$ cat config.mk
export PLATFORM = sky130hd
export DESIGN_NAME = mul_div_unit
export DESIGN_NICKNAME = d
export VERILOG_FILES = /design/src/rtl/mul_div_unit.sv
export SDC_FILE = /design/constraint.sdc
export NUM_CORES = 1
export LEC_CHECK = 0
export CAP_MARGIN = 20
export CORE_MARGIN = 2
export CORE_UTILIZATION = 50
export CTS_BUF_LIST = sky130_fd_sc_hd__clkbuf_4
export DETAILED_ROUTE_END_ITERATION = 16
export DONT_BUFFER_PORTS = 1
export PLACE_DENSITY = 0.69
export SLEW_MARGIN = 20
export SYNTH_ARGS = -nofsm -noshare
export SYNTH_HDL_FRONTEND = slang
export SYNTH_SLANG_ARGS = --single-unit
$ cat constraint.sdc
create_clock -name Clock -period 12.7 [get_ports Clock]
set_clock_uncertainty 0.05 [all_clocks]
set_input_delay 1.905 -clock Clock [delete_from_list [all_inputs] [get_ports Clock]]
set_output_delay 1.905 -clock Clock [all_outputs]
set_load 0.03 [all_outputs]
$ cat src/rtl/mul_div_unit.sv
// Multi-cycle signed 32x32 multiply (radix-4 Booth) and 32/32 divide (restoring, truncating).
// Optional feature macro: MULDIV_DIVIDE_EN compiles in the DIV/FIX paths and div_by_zero.
module mul_div_unit (
  input  logic        Clock,
  input  logic        clear_n,
  input  logic        start,
  input  logic [4:0]  opcode,
  input  logic [31:0] a,
  input  logic [31:0] b,
  output logic        busy,
  output logic        done,
  output logic [31:0] result_hi,
  output logic [31:0] result_lo,
  output logic        div_by_zero
);

  localparam logic [4:0] OpMul = 5'b01111;

  typedef enum logic [2:0] {StIdle, StMul, StDiv, StFix, StDone} state_e;

  state_e      state_q, state_d;
  logic [4:0]  cnt_q, cnt_d;
  logic [33:0] acc_q, acc_d;
  logic [33:0] mcand_q, mcand_d;
  logic [31:0] mplr_q, mplr_d;
  logic        guard_q, guard_d;
  logic [31:0] res_hi_q, res_hi_d;
  logic [31:0] res_lo_q, res_lo_d;
  logic [33:0] pp;
  logic [33:0] acc_sum;

`ifdef MULDIV_DIVIDE_EN
  localparam logic [4:0] OpDiv = 5'b10000;

  logic [31:0] rem_q, rem_d;
  logic [31:0] quo_q, quo_d;
  logic [31:0] dvs_q, dvs_d;
  logic        neg_quo_q, neg_quo_d;
  logic        neg_rem_q, neg_rem_d;
  logic        dbz_q, dbz_d;
  logic [31:0] a_mag, b_mag;
  logic [32:0] div_sh, div_diff;
  logic        div_ge;

  assign a_mag    = a[31] ? (32'd0 - a) : a;
  assign b_mag    = b[31] ? (32'd0 - b) : b;
  assign div_sh   = {rem_q, quo_q[31]};
  assign div_diff = div_sh - {1'b0, dvs_q};
  // div_sh < 2*dvs always, so bit 32 of the difference is a clean borrow
  assign div_ge   = ~div_diff[32];
`endif

  // Booth digit from {b[2i+1], b[2i], b[2i-1]}; 34-bit acc absorbs +/-2A
  always_comb begin
    pp = 34'd0;
    case ({mplr_q[1:0], guard_q})
      3'b001, 3'b010: pp = mcand_q;
      3'b011:         pp = {mcand_q[32:0], 1'b0};
      3'b100:         pp = 34'd0 - {mcand_q[32:0], 1'b0};
      3'b101, 3'b110: pp = 34'd0 - mcand_q;
      default:        pp = 34'd0;
    endcase
  end

  assign acc_sum = acc_q + pp;

  always_comb begin
    state_d  = state_q;
    cnt_d    = cnt_q;
    acc_d    = acc_q;
    mcand_d  = mcand_q;
    mplr_d   = mplr_q;
    guard_d  = guard_q;
    res_hi_d = res_hi_q;
    res_lo_d = res_lo_q;
`ifdef MULDIV_DIVIDE_EN
    rem_d     = rem_q;
    quo_d     = quo_q;
    dvs_d     = dvs_q;
    neg_quo_d = neg_quo_q;
    neg_rem_d = neg_rem_q;
    dbz_d     = dbz_q;
`endif
    case (state_q)
      StIdle, StDone: begin
        state_d = StIdle;
        if (start && opcode == OpMul) begin
          state_d = StMul;
          cnt_d   = 5'd0;
          acc_d   = 34'd0;
          mcand_d = {{2{a[31]}}, a};
          mplr_d  = b;
          guard_d = 1'b0;
`ifdef MULDIV_DIVIDE_EN
          dbz_d   = 1'b0;
        end else if (start && opcode == OpDiv) begin
          if (b == 32'd0) begin
            state_d  = StDone;
            res_hi_d = a;
            res_lo_d = 32'hFFFF_FFFF;
            dbz_d    = 1'b1;
          end else begin
            state_d   = StDiv;
            cnt_d     = 5'd0;
            rem_d     = 32'd0;
            quo_d     = a_mag;
            dvs_d     = b_mag;
            neg_quo_d = a[31] ^ b[31];
            neg_rem_d = a[31];
            dbz_d     = 1'b0;
          end
`endif
        end
      end
      StMul: begin
        acc_d   = {{2{acc_sum[33]}}, acc_sum[33:2]};
        mplr_d  = {acc_sum[1:0], mplr_q[31:2]};
        guard_d = mplr_q[1];
        cnt_d   = cnt_q + 5'd1;
        if (cnt_q == 5'd15) begin
          state_d  = StDone;
          res_hi_d = acc_sum[33:2];
          res_lo_d = {acc_sum[1:0], mplr_q[31:2]};
        end
      end
`ifdef MULDIV_DIVIDE_EN
      StDiv: begin
        rem_d = div_ge ? div_diff[31:0] : div_sh[31:0];
        quo_d = {quo_q[30:0], div_ge};
        cnt_d = cnt_q + 5'd1;
        if (cnt_q == 5'd31) state_d = StFix;
      end
      StFix: begin
        state_d  = StDone;
        res_lo_d = neg_quo_q ? (32'd0 - quo_q) : quo_q;
        res_hi_d = neg_rem_q ? (32'd0 - rem_q) : rem_q;
      end
`endif
      default: state_d = StIdle;
    endcase
  end

  always_ff @(posedge Clock or negedge clear_n) begin
    if (!clear_n) begin
      state_q  <= StIdle;
      cnt_q    <= 5'd0;
      acc_q    <= 34'd0;
      mcand_q  <= 34'd0;
      mplr_q   <= 32'd0;
      guard_q  <= 1'b0;
      res_hi_q <= 32'd0;
      res_lo_q <= 32'd0;
    end else begin
      state_q  <= state_d;
      cnt_q    <= cnt_d;
      acc_q    <= acc_d;
      mcand_q  <= mcand_d;
      mplr_q   <= mplr_d;
      guard_q  <= guard_d;
      res_hi_q <= res_hi_d;
      res_lo_q <= res_lo_d;
    end
  end

`ifdef MULDIV_DIVIDE_EN
  always_ff @(posedge Clock or negedge clear_n) begin
    if (!clear_n) begin
      rem_q     <= 32'd0;
      quo_q     <= 32'd0;
      dvs_q     <= 32'd0;
      neg_quo_q <= 1'b0;
      neg_rem_q <= 1'b0;
      dbz_q     <= 1'b0;
    end else begin
      rem_q     <= rem_d;
      quo_q     <= quo_d;
      dvs_q     <= dvs_d;
      neg_quo_q <= neg_quo_d;
      neg_rem_q <= neg_rem_d;
      dbz_q     <= dbz_d;
    end
  end

  assign div_by_zero = dbz_q;
`else
  assign div_by_zero = 1'b0;
`endif

  assign busy      = (state_q == StMul) || (state_q == StDiv) || (state_q == StFix);
  assign done      = (state_q == StDone);
  assign result_hi = res_hi_q;
  assign result_lo = res_lo_q;

endmodule

**After elaboration in Yosys (flattened, before gate mapping)**

Cells that the tools add are included.

- Bits in registers: 171
- Bits of input ports: 72
- Logic and storage cells: 49

- Add/sub/neg operators: 4
- Equal/unequal tests: 14
- Multiplexer cells: 12
- Reductions and logical operators: 11

Operators with widths:

| cell | number |
|---|---|
| case mux 34 bit (4 select lines) | 1 |
| case mux 34 bit (2 select lines) | 1 |
| case mux 32 bit (2 select lines) | 1 |
| adder 34 bit | 1 |
| two-way mux 34 bit | 1 |
| subtractor 1 x 33 -> 34 bit (first input constant) | 1 |
| subtractor 1 x 32 -> 33 bit (first input constant) | 1 |
| two-way mux 32 bit | 1 |
| == test 3 x 2 -> 1 bit (second input constant) | 4 |
| == test 3 bit (second input constant) | 4 |
| == test 5 x 4 -> 1 bit (second input constant) | 2 |
| case mux 5 bit (2 select lines) | 1 |
| == test 3 x 1 -> 1 bit (second input constant) | 2 |
| case mux 3 bit (2 select lines) | 1 |
| AND reduction 2 bit | 3 |
| OR reduction 2 bit | 3 |
| adder 5 x 1 -> 5 bit (second input constant) | 1 |
| two-way mux 5 bit | 1 |
| != test 2 bit (second input constant) | 2 |
| zero test 3 bit | 1 |
| two-way mux 3 bit | 1 |
| logical OR 1 bit | 2 |
| two-way mux 1 bit | 2 |
| case mux 1 bit (2 select lines) | 1 |
| other kinds (2) | 2 |

**Longest topological paths before layout**

Gate-level depths: netlist (run 1).

- Depth in word-level cells: 5
- Depth in mapped cells: 20
- Gate-level depth less buffers: 19

**Least setup slack after synthesis (run 1)**

OpenSTA, ideal clock, no wires.

- Path kind: register to register
- From: register mcand_q[2]
- To: register res_hi_q[29] (netlist: result_hi[29])
- Arrival time: 4.366 ns
- Slack: 8.160 ns
- Stages on the path, launching flop included: 18
- Path through: dfrtp_1 -> or3_4 -> nor4_4 -> nand2b_2 -> or3b_4 -> or3_1 -> or3_1 -> xnor2_1 -> o21ai_0 -> ha_1 -> nand2_1 -> o21a_1 -> o31a_1 -> a311oi_1 -> o211ai_1 -> a211oi_1 -> nor4_1 -> a211o_1

- Cells in the longest elaborated chain, start to end: 3

RTL lines:

| item | line | source |
|---|---|---|
| start: declaration | 24 | `logic [33:0] mcand_q, mcand_d;` |
| start signal: assignment | 157 | `mcand_q <= mcand_d;` |
| subtractor 1 x 33 -> 34 bit / subtractor 1 x 32 -> 33 bit (equally long branches) | 59, 60 |  |
| case mux 34 bit (4 select lines) (*) | 56 | `case ({mplr_q[1:0], guard_q})` |
| adder 34 bit (*) | 65 | `assign acc_sum = acc_q + pp;` |
| end signal: assignment | 160 | `res_hi_q <= res_hi_d;` |
| end: declaration | 27 | `logic [31:0] res_hi_q, res_hi_d;` |

Every way passes the cells marked *; elsewhere a longest branch is shown, timed or not.
A chain may end at the register's enable or synchronous reset.

**Final worst setup path (run 1)**

Ends and elaborated chain as after synthesis.

==> results of run 1 <==
[per-stage QoR]
step           area (sq um)  hold WS, ns  worst slack [ns]  std cells
2_1_floorplan          9880        0.415              8.16       1072
3_3_place_gp          10000        0.433              7.66       1279
3_5_place_dp          10000        0.442              7.54       1279
4_1_cts               10300        0.476              7.50       1311
5_1_grt               10300        0.506              7.06       1311
6_report              10300        0.472              7.42       1311
[Yosys cell counts (10+ instances only)]
master    count
xnor2_1      40
nor3_1       26
a21oi_1      51
ha_1         36
nor2_1       58
o21ai_0     137
or3_1        10
nand3_1      53
buf_1        11
inv_1        21
nand2_1     136
mux2_2       64
mux2i_1      34
xor2_1       21
a21o_1       10
dfrtp_1     168
nand4_1      13
clkbuf_1     52
[worst paths after layout]
path                       startpoint       endpoint  cells after the start
min                        mplr_q[31]     mplr_q[29]                      2
max                        mcand_q[2]  result_hi[29]                     16
max in group asynchronous     clear_n      acc_q[23]                      0
max reg2reg                mcand_q[2]  result_hi[29]                     16
min reg2reg                mplr_q[31]     mplr_q[29]                      2
min in group asynchronous     clear_n  result_hi[18]                      0
[cells by family (layout without fill, tap and decap cells)]
logic type,after synthesis,after routing,share of synthesized area [%]
adders and majority gates,37,37,4.76
xor gates and xnor gates,61,61,5.41
buffers and inverters,89,63,3.46
other,1,1,0.0379
muxes,98,98,10.7
AOI/OAI and AO/OA,284,284,17.2
DFF,168,168,42.5
and+or+nand+nor,334,334,15.9
[power breakdown]
part	internal, W	total [W]	switching, W
Clock	0.0000934	0.000323	0.000229
Sequential	0.000678	0.000867	0.000189
Combinational	0.000509	0.00136	0.000850
Total	0.00128	0.00255	0.00127
[final cells by class]
cell class | instances | area (sq um)
flip-flops and latches | 168 | 4200
multi-input cells | 815 | 5350
repair buffers | 9 | 67.6
well taps | 265 | 332
fillers | 1829 | 9110
clock inverters | 15 | 185
inverters | 22 | 82.6
clock buffers | 17 | 128
[per-layer routing]
metal	wire length (microns)	track usage (%)	share of wire, %
met5	0	0	0
met4	614	7.41	2.6
met3	1940	7.22	8.1
met2	11100	37.5	46
met1	10400	30.8	43
[tightest hold or removal path: cells and delay by family, from the launching register on]
family          cells  cell delay (ns)
simple gates        1             0.05
flops               1             0.40
compound gates      1             0.06
[state kept, by name, summed over array words and instances (netlist names)]
| name | flops |
|---|---|
| acc_q | 32 |
| cnt_q | 5 |
| guard_q | 1 |
| mcand_q | 32 |
| mplr_q | 32 |
| result_hi | 32 |
| result_lo | 32 |
| state_q | 2 |
==> metrics.txt, run 1 <==
Die Area between 0.02 and 0.025 sq mm; Worst path slowest cell dfrtp_1; grt ovf 0; dominant synthesized flop cell dfrtp_1; most used cell, CP or3_1; DRC marker count from the first detailed-route iteration between 600 and 700; Final Util between 50% and 60%; overall routing resource usage 23.5%; core box area around 0.02 sq mm; sequential share of the synthesized area between 40% and 50%; hpwl dp 17000 microns; total CTS buffers 17; Ant. Diodes 0; CP startpoint kind flop; initial antenna violation count 0; synthesis warning total 0; Mapped Area just under 0.01 sq mm; Leak 4.45 nW; Critical Path, Cell by Cell or3_4 -> nor4_4 -> nand2b_2 -> or3b_4 -> or3_1 -> or3_1 -> xnor2_1 -> o21ai_0 -> ha_1 -> nand2_1 -> o31a_1 -> a311oi_1 -> o211ai_1 -> a211oi_1 -> nor4_1 -> a211o_1; Avg Cell Area, Syn 9.22 sq um; routability cong. a little under 1; Critical Path AT approximately 5.7 ns; Max transition margin roughly 33%; Worst Path Max Fanout 7; Max Freq around 190 MHz; post-CTS setup buffer count 0; ys async rst share 100%; Yosys reg bits around 170; Post-synth EDFFs 0; Setup Crit Path Kind flop to flop; Synth area leader dfrtp_1; Post-CTS Hold Buffers 0; Synth Instances around 1100; max_cap viols 0; first-pass GRT wire length ~39000 microns; final critical-path share of the clock period between 40 and 50%; Clock Latency Late Sink 0.60 ns; Final Hold Fails 0; PD cells about 250 mW/mm^2; Die Y 145 microns; DR vias 7899; Slew Limit Fails 0; run status finished, final reports clean; max incr delay on CP about 0.48 ns; clk sinks 168; maximum root-to-sink buffer count 2; post-CTS sizing 0; final wirelength approximately 24000 microns; Starting Density approximately half; register clock-pin slew on the reported worst setup and hold paths about 0.17 ns; Critical Path End Type flop; commonest cells after routing, fill and taps aside dfrtp_1, o21ai_0, nand2_1; layout cells sized above 1 11.4%; Synth Net Count roughly 1200; Area growth, synth to finish 4.68%; worst hold path class flop to flop; number of global-route vias before repair 7438; clk root buf clkbuf_4; DRC errors left 0; Worst R2R Setup Slack roughly 7.4 ns; vias per cell around 6.0; Routed wire per std cell between 15 and 20 microns; Ports approximately 140; maximum vdd ir drop around 130 uV; CP bufs+invs 0; Synth cell types 69; RSZ-0062 raised after global routing false; Final nets around 1100; most common cell after layout, fill and taps aside dfrtp_1; cell family with most CP delay simple AND/OR/NAND/NOR gates; # setup viols final 0; drt pass-1 iters 8; pin count of the biggest net entering global routing about 170; Yosys top cell area share a little over two fifths; IO buf count 0; Pwr Total 0.00255 W; Routed Antenna Nets 0; measured slew at the worst slew-check pin roughly 1 ns; Synth area leaders dfrtp_1, mux2_2, o21ai_0; CTS tree done; htree depth 4; floorplan row count between 50 and 60; Die Width roughly 140 microns; Critical Path RT around 13 ns; Final TNS setup 0 ns; Final Critical Period ~5.3 ns
No activity file was read; power rests on OpenSTA's default activity.
==> run 2, diff against run 1 <==
==> constraint.sdc (replaced) <==
create_clock -name Clock -period 5.5 [get_ports Clock]
set_clock_uncertainty 0.05 [all_clocks]
set_input_delay 0.825 -clock Clock [delete_from_list [all_inputs] [get_ports Clock]]
set_output_delay 0.825 -clock Clock [all_outputs]
set_load 0.03 [all_outputs]
==> metrics.txt, run 2 (synthesis gave the netlist of run 1 again) <==
run status finished, final reports clean; floorplan row count 51 (unchanged); pin count of the biggest net entering global routing 169 (unchanged); final critical-path share of the clock period 94.1% (+53 points); Area growth, synth to finish 5.85%; Seq. cell area 0.00420 sq mm (unchanged); hpwl dp 17000 microns (-0.21%); Critical Path End Type flop; maximum vdd ir drop 292 uV (+130%); # setup viols final 0 (unchanged); reg2reg end result_hi[30]; Starting Density 50.8% (unchanged); htree depth 4 (unchanged); max_cap viols 0 (unchanged); Worst R2R Setup Slack 0.32 ns (-7.10 ns); final wirelength 24300 microns (+1.2%); Ports 139 (unchanged); initial antenna violation count 2 (+2); vias per cell 5.98 (-0.77%); IO buf count 0 (unchanged); Critical Path AT 5.63 ns (-0.10 ns); total CTS buffers 17 (unchanged); Die Width 145 microns (unchanged); Leak 4.52 nW (+1.5%); non-filler cells, final 1320 (+0.69%); Clock Latency Late Sink 0.61 ns (about the same); measured slew at the worst slew-check pin 0.858 ns (-0.140 ns); Switching Fraction 49.8% (+0.078 points); RSZ-0062 raised after global routing false; footprint of the multi-input gates 0.00535 sq mm (about the same); clk root buf clkbuf_4; cell family with most CP delay simple AND/OR/NAND/NOR gates; Final Critical Period 5.18 ns (-0.0997 ns); Routed wire per std cell 18.4 microns (+0.50%); Critical Path RT 5.95 ns (-7.20 ns); routability cong. 0.914 (-5.3%); Die Y 145 microns (unchanged); Max transition margin 42.1% (+8.6 points); CTS tree done; Final nets 1150 (+0.70%); DRC errors left 0 (unchanged); register clock-pin slew on the reported worst setup and hold paths 0.16 ns (about the same); clk sinks 168 (unchanged); worst hold path class input port to async pin; DRC marker count from the first detailed-route iteration 545 (-11%); Final TNS setup 0 ns (unchanged); Worst path slowest cell dfrtp_1; number of global-route vias before repair 7649 (+2.8%); pre-CTS WS 0.443 ns (-7.10 ns); RR Startpoint mcand_q[2]; Critical Path, Cell by Cell or3_4 -> nor4_4 -> nand2b_2 -> or3b_4 -> or3_1 -> or3_1 -> xnor2_1 -> o21ai_0 -> ha_1 -> a21oi_1 -> o21ai_0 -> a32oi_1 -> a2111oi_0 -> nor3_1 -> a211oi_1 -> o21a_1 -> o31ai_1; DR vias 7892 (-0.089%); CP startpoint kind flop; FILL cells 1822 (-0.38%); post-CTS setup buffer count 0 (unchanged); Net Switching 0.00297 W (+130%); Slew Limit Fails 0 (unchanged); Setup Crit Path Kind flop to flop; layout cells sized above 1 12.1% (+0.77 points); first-pass GRT wire length 39700 microns (+2.8%); Clk pwr share 12.6% (about the same); Pwr Total 0.00596 W (+130%); sequential power share 33.6% (-0.4 points); max incr delay on CP 0.48 ns (about the same); maximum root-to-sink buffer count 2 (unchanged); commonest cells after routing, fill and taps aside dfrtp_1, o21ai_0, nand2_1; PD cells 570 mW/mm^2 (+130%); Die Area 0.0209 sq mm (unchanged); CP bufs+invs 0 (unchanged); Worst Path Max Fanout 7 (unchanged); drt pass-1 iters 8 (unchanged); overall routing resource usage 24.2% (+0.69 points); Internal 0.00299 W (+130%); grt ovf 0 (unchanged); Final WS setup 0.323 ns (-7.10 ns); Max Freq 193 MHz (+1.9%); most common cell after layout, fill and taps aside dfrtp_1; Final Hold Fails 0 (unchanged); core box area 0.0195 sq mm (unchanged); Routed Antenna Nets 0 (unchanged); FF-to-FF path depth 17 (+1); dpl cells 1285 (+0.47%); Gate power share 53.7% (+0.4 points)
run 2: through the flow:
stage / instance area, sq um / utilization, % / hold slack, ns
2_1_floorplan: 9880 / - / 0.415
3_3_place_gp: 10100 / 51.9 / 0.431
3_5_place_dp: 10100 / 51.9 / 0.447
4_1_cts: 10400 / 53.6 / 0.205
5_1_grt: 10500 / 53.8 / 0.211
6_report: 10500 / 53.8 / 0.124
run 2: repair_timing:
action,CTS,global route
resized for setup,0,1
endpoints found under the hold margin,168,0
hold buffers,1,0
setup endpoints to repair,0,1
run 2: cell type report:
type                       instances  area share (%)
multi-input combinational        815            51.2
sequential                       168            40.2
tap                              265            3.17
clock inverter                    15            1.72
timing repair buffer              17            1.72
clock buffer                      17            1.22
inverter                          22           0.789
antenna                            1          0.0239
run 2: worst max-delay path by stage:
stage | slack, ns | startpoint | depth (start not counted) | to
6_report | 0.32 | mcand_q[2] | 17 | result_hi[30]
5_1_grt | 0.01 | mcand_q[2] | 17 | result_hi[30]
4_1_cts | 0.39 | mcand_q[2] | 17 | result_hi[30]
3_5_place_dp | 0.44 | mcand_q[2] | 17 | result_hi[30]
3_3_place_gp | 0.53 | mcand_q[2] | 18 | result_hi[29]
2_1_floorplan | 0.96 | mcand_q[2] | 17 | result_hi[29]
run 2: routing by layer:
| layer | wire length [microns] | vias up | global-route usage, % |
|---|---|---|---|
| met2 | 11100 | 248 | 37.4 |
| met1 | 10700 | 3795 | 32.6 |
| met3 | 1780 | 48 | 7.05 |
| met5 | 11 | - | 0 |
| li1 | - | 3799 | - |
| met4 | 712 | 2 | 8.38 |
run 2: power groups by stage:
stage	logic [W]	registers [W]	clock network, W
3_5_place_dp	0.00316	0.00203	0
3_3_place_gp	0.00312	0.00202	0
6_report	0.00320	0.00201	0.000754
5_1_grt	0.00359	0.00206	0.000828
4_1_cts	0.00320	0.00201	0.000779
2_1_floorplan	0.00242	0.00188	0
==> run 3, diff against run 2 <==
--- a/config.mk
+++ b/config.mk
@@ -6,12 +6,12 @@
 export NUM_CORES = 1
 export LEC_CHECK = 0
 export CAP_MARGIN = 20
-export CORE_MARGIN = 2
-export CORE_UTILIZATION = 50
+export CORE_MARGIN = 1
+export CORE_UTILIZATION = 35
 export CTS_BUF_LIST = sky130_fd_sc_hd__clkbuf_4
 export DETAILED_ROUTE_END_ITERATION = 16
 export DONT_BUFFER_PORTS = 1
-export PLACE_DENSITY = 0.69
+export PLACE_DENSITY = 0.6
 export SLEW_MARGIN = 20
 export SYNTH_ARGS = -nofsm -noshare
 export SYNTH_HDL_FRONTEND = slang
==> metrics.txt, run 3 (synthesis gave the netlist of run 1 again) <==
worst hold path class input port to async pin; Net Switching 0.00300 W (+1.0%); total CTS buffers 17 (unchanged); final critical-path share of the clock period 94.4% (+0.29 points); grt ovf 0 (unchanged); Gate power share 54.2% (+0.5 points); CP startpoint kind flop; run status finished, final reports clean; Worst path slowest cell dfrtp_1; vias per cell 5.41 (-9.5%); Worst setup startpoint mcand_q[2]; Final TNS setup 0 ns (unchanged); max_cap viols 0 (unchanged); Routed Antenna Nets 0 (unchanged); Setup Crit Path Kind flop to flop; routability cong. 0.906 (-0.85%); RSZ-0062 raised after global routing true; Slew Limit Fails 0 (unchanged); commonest cells after routing, fill and taps aside dfrtp_1, o21ai_0, nand2_1; number of global-route vias before repair 7513 (-1.8%); most common cell after layout, fill and taps aside dfrtp_1; Clock Latency Late Sink 0.59 ns (-0.02 ns); Die Area 0.0289 sq mm (+38%); final wirelength 25700 microns (+5.7%); Internal 0.00298 W (-0.27%); register clock-pin slew on the reported worst setup and hold paths 0.17 ns (about the same); Clk pwr share 12.5% (about the same); maximum vdd ir drop 254 uV (-13%); Final Hold Fails 0 (unchanged); CTS tree done; Switching Fraction 50.1% (+0.32 points); Worst Path Max Fanout 7 (unchanged); post-CTS setup buffer count 0 (unchanged); drt pass-1 iters 5 (-3); floorplan row count 61 (+20%); reg2reg end result_hi[29]; DR vias 7772 (-1.5%); # setup viols final 0 (unchanged); RR Startpoint mcand_q[2]; Leak 4.50 nW (-0.49%); max incr delay on CP 0.48 ns (about the same); pin count of the biggest net entering global routing 169 (unchanged); IO buf count 0 (unchanged); Die Width 170 microns (+18%); maximum root-to-sink buffer count 2 (unchanged); dpl cells 1398 (+8.8%); pre-CTS WS 0.251 ns (-0.192 ns); Worst R2R Setup Slack 0.31 ns (-0.02 ns); Critical Path AT 5.67 ns (+0.04 ns); measured slew at the worst slew-check pin 0.852 ns (-0.00597 ns); Critical Path RT 5.98 ns (+0.03 ns); Routed wire per std cell 17.9 microns (-2.8%); sequential power share 33.3% (-0.3 points); htree depth 4 (unchanged); clk root buf clkbuf_4; Die Y 170 microns (+18%); Max transition margin 42.5% (+0.40 points); Starting Density 35.6% (-15 points); hpwl dp 18200 microns (+7.2%); Ports 139 (unchanged); layout cells sized above 1 12.4% (+0.30 points); non-filler cells, final 1436 (+8.8%); initial antenna violation count 1 (-1); Final Critical Period 5.19 ns (+0.0158 ns); Area growth, synth to finish 7.16%; FF-to-FF path depth 17 (unchanged); Max Freq 193 MHz (-0.30%); PD cells 565 mW/mm^2 (-0.87%); Critical Path, Cell by Cell or3_4 -> nor4_4 -> nand2b_2 -> or3b_4 -> or3_1 -> or3_1 -> xnor2_1 -> o21ai_0 -> ha_1 -> nand2_1 -> o21a_1 -> o31a_1 -> a311oi_2 -> o211ai_1 -> a211o_1 -> a211oi_1 -> a211o_1; Final nets 1149 (-0.087%); first-pass GRT wire length 41500 microns (+4.7%); DRC marker count from the first detailed-route iteration 426 (-22%); Critical Path End Type flop; Final WS setup 0.307 ns (-0.0158 ns); DRC errors left 0 (unchanged); overall routing resource usage 18.3% (-5.9 points); clk sinks 168 (unchanged); core box area 0.0278 sq mm (+43%)
==> run 3: layout make-up <==
cell class | count | area (sq um)
timing repair buffer | 16 | 153
antenna | 5 | 12.5
clock inverter | 15 | 156
fill | 2860 | 17200
tap | 378 | 473
sequential | 168 | 4200
inverter | 22 | 82.6
clock buffer | 17 | 128
multi-input combinational | 815 | 5380
==> run 3: worst max-delay path by stage <==
stage,cells past startpoint,end,slack (ns)
2_1_floorplan,17,result_hi[29],0.96
3_3_place_gp,17,result_hi[29],0.37
5_1_grt,17,result_hi[29],0.002
4_1_cts,17,result_hi[29],0.25
3_5_place_dp,17,result_hi[29],0.25
6_report,17,result_hi[29],0.31
==> run 3: worst max-delay path, delay by kind of cell, from the launching register on <==
kind	cells	cell delay (ns)
xor+xnor	1	0.24
compound gates	8	1.86
simple gates	7	2.08
flops	1	0.48
fa+ha+maj	1	0.43
==> run 3: power groups by stage <==
stage               Combinational [W]  Clock [W]  Sequential [W]
finish                        0.00324   0.000749         0.00199
global route                  0.00363   0.000829         0.00205
CTS                           0.00323   0.000783         0.00200
detailed placement            0.00320          0         0.00202
global placement              0.00316          0         0.00202
floorplan                     0.00242          0         0.00188
==> run 3: routing by layer <==
metal	part of all wire, %	global-route usage [%]	vias up
li1	-	-	3785
met1	46	24.2	3727
met2	45	28.7	235
met3	7.1	4.88	25
met4	2.2	6.70	0
met5	0	0	-
==> run 3: timing repair <==
action,4_1_cts,5_1_grt
resized for setup,0,7
hold endpoints to repair,168,0
setup endpoints to repair,0,8
hold buffers,1,0
==> run 3: per-stage QoR <==
step                power [W]  hold slack, ns  utilization, %  area [sq um]
finish                0.00599           0.187            38.1         10600
global route          0.00652           0.205            38.1         10600
CTS                   0.00601           0.195            38.0         10500
detailed placement    0.00522           0.443            36.8         10200
global placement      0.00518           0.434            36.8         10200
floorplan             0.00430           0.415               -          9880
